## config.mk

```make
export PLATFORM = sky130hd
export DESIGN_NAME = div_pf_seq
export DESIGN_NICKNAME = d
export VERILOG_FILES = /design/src/rtl/div_pf_seq.sv
export SDC_FILE = /design/constraint.sdc
export NUM_CORES = 1
export LEC_CHECK = 0
export ABC_AREA = 1
export CORE_ASPECT_RATIO = 1.5
export CORE_UTILIZATION = 50
export CTS_BUF_LIST = sky130_fd_sc_hd__clkbuf_4
export DETAILED_ROUTE_END_ITERATION = 10
export PLACE_DENSITY_LB_ADDON = 0.08
export SYNTH_ARGS = -nofsm -noshare
export SYNTH_HDL_FRONTEND = slang
export SYNTH_SLANG_ARGS = --single-unit
export TNS_END_PERCENT = 5
```

## constraint.sdc

```tcl
create_clock -name clk -period 2 [get_ports clk]
set_input_delay 0.2 -clock clk [delete_from_list [all_inputs] [get_ports clk]]
set_output_delay 0.2 -clock clk [all_outputs]
set_load 0.01 [all_outputs]
```

## src/rtl/div_pf_seq.sv

```systemverilog
// rtl/div_pf_seq.sv - sequential signed Q4.4 restoring divider (IDLE/CALC/DONE handshake)
// Optional saturation of out-of-range quotients: define DIV_PF_SAT_EN.
module div_pf_seq (
    input  logic       clk,
    input  logic       rst,
    input  logic       in_valid,
    output logic       in_ready,
    input  logic [7:0] numerator,
    input  logic [7:0] denominator,
    output logic       out_valid,
    input  logic       out_ready,
    output logic [7:0] result,
    output logic       divide_by_zero,
    output logic       overflow
);

`ifdef DIV_PF_SAT_EN
    localparam int QW = 12;
`else
    localparam int QW = 8;
`endif

    typedef enum logic [1:0] {IDLE, CALC, DONE} state_t;

    state_t        state_q, state_d;
    logic [3:0]    cnt_q;
    logic [11:0]   dvd_q;
    logic [7:0]    dmag_q;
    logic [6:0]    rem_q;
    logic [QW-2:0] quo_q;
    logic          neg_q;
    logic [7:0]    res_q;
    logic          dbz_q;

    logic [7:0]    nmag_in, dmag_in;
    logic [7:0]    rem_sh, rem_nx;
    logic          q_bit;
    logic [QW-1:0] quo_nx;
    logic [7:0]    res_nx;
    logic          accept, last_iter;

    assign accept    = (state_q == IDLE) && in_valid;
    assign last_iter = (state_q == CALC) && (cnt_q == 4'd11);

    // |numerator << 4| fits 12 bits because |numerator| <= 128.
    assign nmag_in = numerator[7]   ? (8'd0 - numerator)   : numerator;
    assign dmag_in = denominator[7] ? (8'd0 - denominator) : denominator;

`ifdef DIV_PF_SAT_EN
    logic ovf_nx;
`endif

    always_comb begin
        rem_sh = {rem_q, dvd_q[11]};
        q_bit  = (rem_sh >= dmag_q);
        rem_nx = q_bit ? (rem_sh - dmag_q) : rem_sh;
        quo_nx = {quo_q, q_bit};
        res_nx = neg_q ? (8'd0 - quo_nx[7:0]) : quo_nx[7:0];
`ifdef DIV_PF_SAT_EN
        ovf_nx = 1'b0;
        if (!neg_q && (quo_nx > 12'd127)) begin
            res_nx = 8'h7F;
            ovf_nx = 1'b1;
        end else if (neg_q && (quo_nx > 12'd128)) begin
            res_nx = 8'h80;
            ovf_nx = 1'b1;
        end
`endif
    end

    always_comb begin
        state_d = state_q;
        case (state_q)
            IDLE:    if (in_valid) state_d = (denominator == 8'd0) ? DONE : CALC;
            CALC:    if (cnt_q == 4'd11) state_d = DONE;
            DONE:    if (out_ready) state_d = IDLE;
            default: state_d = IDLE;
        endcase
    end

    always_ff @(posedge clk) begin
        if (rst) begin
            state_q <= IDLE;
            cnt_q   <= 4'd0;
            dvd_q   <= 12'd0;
            dmag_q  <= 8'd0;
            rem_q   <= 7'd0;
            quo_q   <= '0;
            neg_q   <= 1'b0;
            res_q   <= 8'd0;
            dbz_q   <= 1'b0;
        end else begin
            state_q <= state_d;
            if (accept) begin
                cnt_q  <= 4'd0;
                dvd_q  <= {nmag_in, 4'b0000};
                dmag_q <= dmag_in;
                rem_q  <= 7'd0;
                quo_q  <= '0;
                neg_q  <= numerator[7] ^ denominator[7];
                if (denominator == 8'd0) begin
                    res_q <= 8'd0;
                    dbz_q <= 1'b1;
                end
            end else if (state_q == CALC) begin
                cnt_q <= cnt_q + 4'd1;
                dvd_q <= {dvd_q[10:0], 1'b0};
                rem_q <= 7'(rem_nx);
                quo_q <= quo_nx[QW-2:0];
                if (last_iter) begin
                    res_q <= res_nx;
                    dbz_q <= 1'b0;
                end
            end
        end
    end

`ifdef DIV_PF_SAT_EN
    logic ovf_q;
    always_ff @(posedge clk) begin
        if (rst)
            ovf_q <= 1'b0;
        else if (accept && (denominator == 8'd0))
            ovf_q <= 1'b0;
        else if (last_iter)
            ovf_q <= ovf_nx;
    end
    assign overflow = ovf_q;
`else
    assign overflow = 1'b0;
`endif

    assign in_ready       = (state_q == IDLE);
    assign out_valid      = (state_q == DONE);
    assign result         = res_q;
    assign divide_by_zero = dbz_q;

endmodule

```

---- Yosys cells after proc, flatten, opt, wreduce, memory -nomap -nowiden ----
Index checks and enable logic that the tools add are counted.
cells by class
  add/sub/neg operators ................... 5
  mux-type cells .......................... 19
  eq/ne operators ......................... 7
  $lt $le $gt $ge ......................... 1
  bitwise operators ....................... 1
  reductions and logical operators ........ 9
operator list
  cell                                                 number
  two-way mux 8 bit                                    7
  two-way mux 12 bit                                   2
  subtractor 1 x 8 -> 8 bit, first input constant      3
  >= comparator 8 bit                                  1
  logical NOT 8 bit                                    1
  two-way mux 2 bit                                    4
  two-way mux 7 bit                                    1
  subtractor 7 bit                                     1
  case mux 2 bit (3 select lines)                      1
  AND reduction 3 bit                                  2
  adder 4 x 1 -> 4 bit, second input constant          1
  equality test 4 bit, second input constant           1
  two-way mux 1 bit                                    4
  != test 2 x 1 -> 1 bit, second input constant        2
  != test 2 bit, second input constant                 2
  nonzero test 2 bit                                   2
  equality test 2 x 1 -> 1 bit, second input constant  1
  equality test 2 bit, second input constant           1
  logical AND 1 bit                                    2
  logical NOT 2 bit                                    1
  OR reduction 2 bit                                   1
  bitwise XOR 1 bit                                    1
word-level totals
  flip-flop bits (word level) ............. 46
  output and inout port bits .............. 12
  bits of input ports ..................... 20
  word-level logic and storage cells ...... 51

---- Depth between registers and ports, before layout ----
  depth in word-level cells ............... 6
  mapped depth ............................ 17
  depth with buffers taken out ............ 17

---- Worst setup path after synthesis ----
OpenSTA, ideal clock, no wires.
  kind .................................... reg-to-reg
  start ................................... reg dvd_q[11]
  end ..................................... reg res_q[6] (netlist: result[6])
  period minus slack after synthesis ...... 2.141 ns
  arrival ................................. 2.071 ns
  path buffers ............................ 0
  cell stages (with the launch flop) ...... 17
  setup time .............................. 0.070 ns
  data required time ...................... 1.930 ns
  setup slack ............................. -0.141 ns
  cells stage by stage .................... dfxtp_1 -> inv_1 -> ha_1 -> fa_1 -> inv_1 -> nand3_1 -> nand3_1 -> nand2_1 -> nand2_2 -> inv_1 -> ha_1 -> inv_1 -> nor3_1 -> nand3_1 -> a21oi_1 -> nand3b_1 -> a21oi_1
between the ends
  longest elaborated chain between the ends .. 6
ends and longest elaborated chain
  element                    RTL line  RTL
  from (decl)                27        logic [11:0] dvd_q;
  from (signal assigned)     96        dvd_q <= {nmag_in, 4'b0000};
  from (signal assigned)     107       dvd_q <= {dvd_q[10:0], 1'b0};
  >= comparator 8 bit        55        q_bit = (rem_sh >= dmag_q);
  subtractor 1 x 8 -> 8 bit  58        res_nx = neg_q ? (8'd0 - quo_nx[7:0]) : quo_nx[7:0];
  two-way mux 8 bit          58
  two-way mux 8 bit          110       if (last_iter) begin
  two-way mux 8 bit          105       end else if (state_q == CALC) begin
  two-way mux 8 bit          94        if (accept) begin
  to (signal assigned)       111       res_q <= res_nx;
  to (decl)                  32        logic [7:0] res_q;
Every way passes these cells. The select of a mux whose other input is x is not followed.
A chain may end at the register's enable or synchronous reset.

---- Worst setup path after layout ----
  start ................................... reg dmag_q[7]
  end ..................................... reg res_q[6] (netlist: result[6])
between the ends
  longest elaborated chain between the ends .. 6
ends and longest elaborated chain
  element                    RTL line  RTL
  from (decl)                28        logic [7:0] dmag_q;
  from (signal assigned)     97        dmag_q <= dmag_in;
  >= comparator 8 bit        55
  subtractor 1 x 8 -> 8 bit  58
  two-way mux 8 bit          58
  two-way mux 8 bit          110
  two-way mux 8 bit          105
  two-way mux 8 bit          94
Every way passes these cells. The select of a mux whose other input is x is not followed.

==> metrics.md <==
| Metric | Value |
|---|---|
| Status | complete, but fails checks |
| Violated checks | negative setup slack |
| RSZ-0062 raised after global routing | true |
| Port bufs | 30 |
| Mapped Area | 0.00262 mm² |
| WS Path Type | reg -> reg |
| YS warnings | 0 |
| Gr usage total | 23.7% |
| Core Util, Final | roughly two thirds |
| Synth area leaders | dfxtp_1, nand2_1, a21oi_1, inv_1, ha_1 |
| CTS HTree Levels | 2 |
| WL final | ~6100 µm |
| Die area | 0.00555 mm² |
| Clk sinks | 46 |
| Switching Share | 31.4% |
| Comb pwr share | between 30% and 40% |
| CTS Buffer Depth | 2 |
| Worst Reg-to-Reg Cells | 13 |
| Fin. Hold Viols | 0 |
| Overflow after GRT | 0 |
| Max-cap viol count | 0 |
| PwrDens | 751 mW/mm² |
| Core Box Area | approximately 0.005 mm² |
| Vias in the first global route | around 2300 |
| Setup violations, final | 1 |
| CTS tree | yes |
| Met1 Track Usage GR | 28.0% |
| Largest net degree at the start of global routing | 21 |
| Arrival time at the worst endpoint | 2.32 ns |
| CP startpoint kind | flip-flop |
| Root Buffer | clkbuf_4 |
| N_diodes | 0 |
| Post-Place Setup Slack | -0.0507 ns |
| P&R area growth vs syn | 28.6% |
| Chip Width | 61.1 µm |
| DRT Pass-1 Iters | 4 |
| Initial Util | 53.3% |
| TritonCTS buffer count | 5 |
| Nets | 450 |
| Post-route ant nets | 0 |
| GRT Max-Usage Layer | met2 |
| Die H | a little over 90 µm |
| R2R setup slack | -0.04 ns |
| Achievable Freq | 489 MHz |
| Syn Inst Count | about 370 |
| Crit path time final | 2.04 ns |
| Synthesized flop and latch total | 46 |
| Placed Area | 0.00311 mm² |
| M3 GR Usage | around 3.9% |
| Share of cells above drive strength 1 | 18.2% |
| Clk_lat worst skew | 0.37 ns |
| Post-synth EDFFs | 0 |
| CP Launch Point | dmag_q[7] |
| Sw power | around 0.8 mW |
| Worst setup EP type | flip-flop |
| Hold Crit Depth | 3 |
| Pwr Total | 2.53 mW |
| GR Util met2 | 41.9% |
| Placed cells | about 470 |
| Unique masters post-synth | 42 |
| Syn_nets | 402 |
| Total number of vias | 2513 |
| Synthesized area per cell | 7.11 µm² |
| Post-synth top area cell | dfxtp_1 |
| Initial DRC count | 100 |
| Residual DRC | 0 |
| Clock Power Share | 28.1% |
| Post-route setup slack | -0.0431 ns |
| Slew Viols, Final | 0 |
| Worst min path class | in -> reg |
| Rows | 31 |
| Final Cycle Share | 102% |
| Gp weighted congestion | 0.937 |
| First-pass GRT wire length | approximately 10000 µm |
| Seq/Total Area, Yosys | around a third |
| Synth top area share | 35.1% |
| Worst Path Max Fanout | 2 |
| Setup TNS | -0.0431 ns |
| Asr flop ratio synth | 0% |
| Vias per cell | 5.19 |
| Clock skew | 0.00859 ns |
| Leak | 1.41 nW |
| Post-Layout Inst Area | 0.00337 mm² |
| # IOs | 32 |
| Post-DP HPWL | 4420 µm |
| R2r endpoint | result[6] |
| Ys flop type | dfxtp_1 |
| Worst VDD drop | 456 µV |
| Pint | 1.74 mW |
| Clk pin slew, worst setup/hold paths | 0.15 ns |
| Non-Filler Instances | 484 |
| Worst hold slack | around 0.43 ns |
| Drt wl/cell | 12.6 µm |
| Worst setup path end | result[6] |
| Initial antenna violation count | 0 |
| Reg2reg start | dmag_q[7] |
| WP data required | 2.28 ns |
| Part of the power in registers | 39.4% |
-- state kept, by name, indices dropped and copies added (netlist names) --
signal	cells
state_q	2
divide_by_zero	1
dvd_q	8
cnt_q	4
neg_q	1
dmag_q	8
rem_q	7
quo_q	7
result	8
-- cells in the final DEF (no fill, tap or decap), types with 4 or more instances in the layout --
cell type,n
o221ai_1,4
a21oi_1,37
nor2_1,19
dfxtp_1,41
xor2_1,7
a21oi_2,5
clkdlybuf4s50_1,30
nand2_1,83
o211ai_1,4
dfxtp_2,4
clkbuf_4,5
inv_1,44
a31oi_1,4
ha_1,6
inv_2,5
nand3_1,14
ha_4,6
buf_4,23
xnor2_1,4
nand4_1,4
nand3_2,5
o21ai_0,19
nor3_1,7
-- worst min path at each step --
stage,end,startpoint,slack [ns]
after floorplan,neg_q,rst,0.28
after global placement,dvd_q[4],dvd_q[4],0.45
after detailed placement,dvd_q[4],dvd_q[4],0.45
after CTS,dmag_q[0],denominator[0],0.42
after global routing,dmag_q[1],denominator[1],0.46
final,dmag_q[0],denominator[0],0.43
-- power groups by stage --
stage | sequential (mW) | combinational (mW) | clock (mW)
CTS | 0.996 | 0.724 | 0.721
finish | 0.998 | 0.824 | 0.713
detailed placement | 1.01 | 0.682 | 0
global placement | 1.01 | 0.667 | 0
global route | 1.00 | 0.913 | 0.755
floorplan | 1.00 | 0.472 | 0
-- area by class of cell --
cell class / instances / area, µm²
fill: 445 / 1550
tap: 66 / 82.6
multi-input combinational: 259 / 1570
sequential: 46 / 930
clock inverter: 3 / 68.8
clock buffer: 5 / 37.5
timing repair buffer: 54 / 488
inverter: 51 / 196
-- Yosys cell counts (7+ instances only) --
master / instances
xor2_1: 7
inv_1: 48
a21oi_1: 39
nand3_1: 19
nand2_1: 84
o21ai_0: 21
buf_2: 7
nor2_1: 20
dfxtp_1: 46
nor3_1: 8
ha_1: 12
-- critical path, stage by stage (launching register included) --
cell,delay [ns]
dfxtp_1,0.34
inv_1,0.06
ha_1,0.32
a21o_1,0.19
nor2_1,0.16
nand2_2,0.09
inv_2,0.08
ha_4,0.13
inv_4,0.04
nor3_4,0.13
nand3_2,0.12
a21oi_2,0.13
nand3b_1,0.12
a21oi_2,0.05
-- timing repair --
item | CTS | global route
hold buffers | 0 | 0
resized for setup | 6 | 20
setup buffers | 2 | 4
pin swaps | 6 | 9
setup endpoints to repair | 3 | 13
-- per-layer routing --
metal,routed length [µm],share of wire (%),vias to the layer above
met4,102,1.7,0
met1,2590,42,1139
met2,3220,53,46
met3,198,3.2,10
li1,-,-,1318
met5,0,0,-
-- logic make-up after synthesis --
family | after synthesis | synth area share (%)
AO/OA/AOI/OAI | 87 | 19.6
adder cells (fa/ha/maj) | 13 | 6.49
AND/OR/NAND/NOR | 147 | 25.0
other | 1 | 0.143
XOR/XNOR | 11 | 3.67
buffers and inverters | 64 | 10.0
flip-flops | 46 | 35.1
Power figures use the tool's default switching activity.
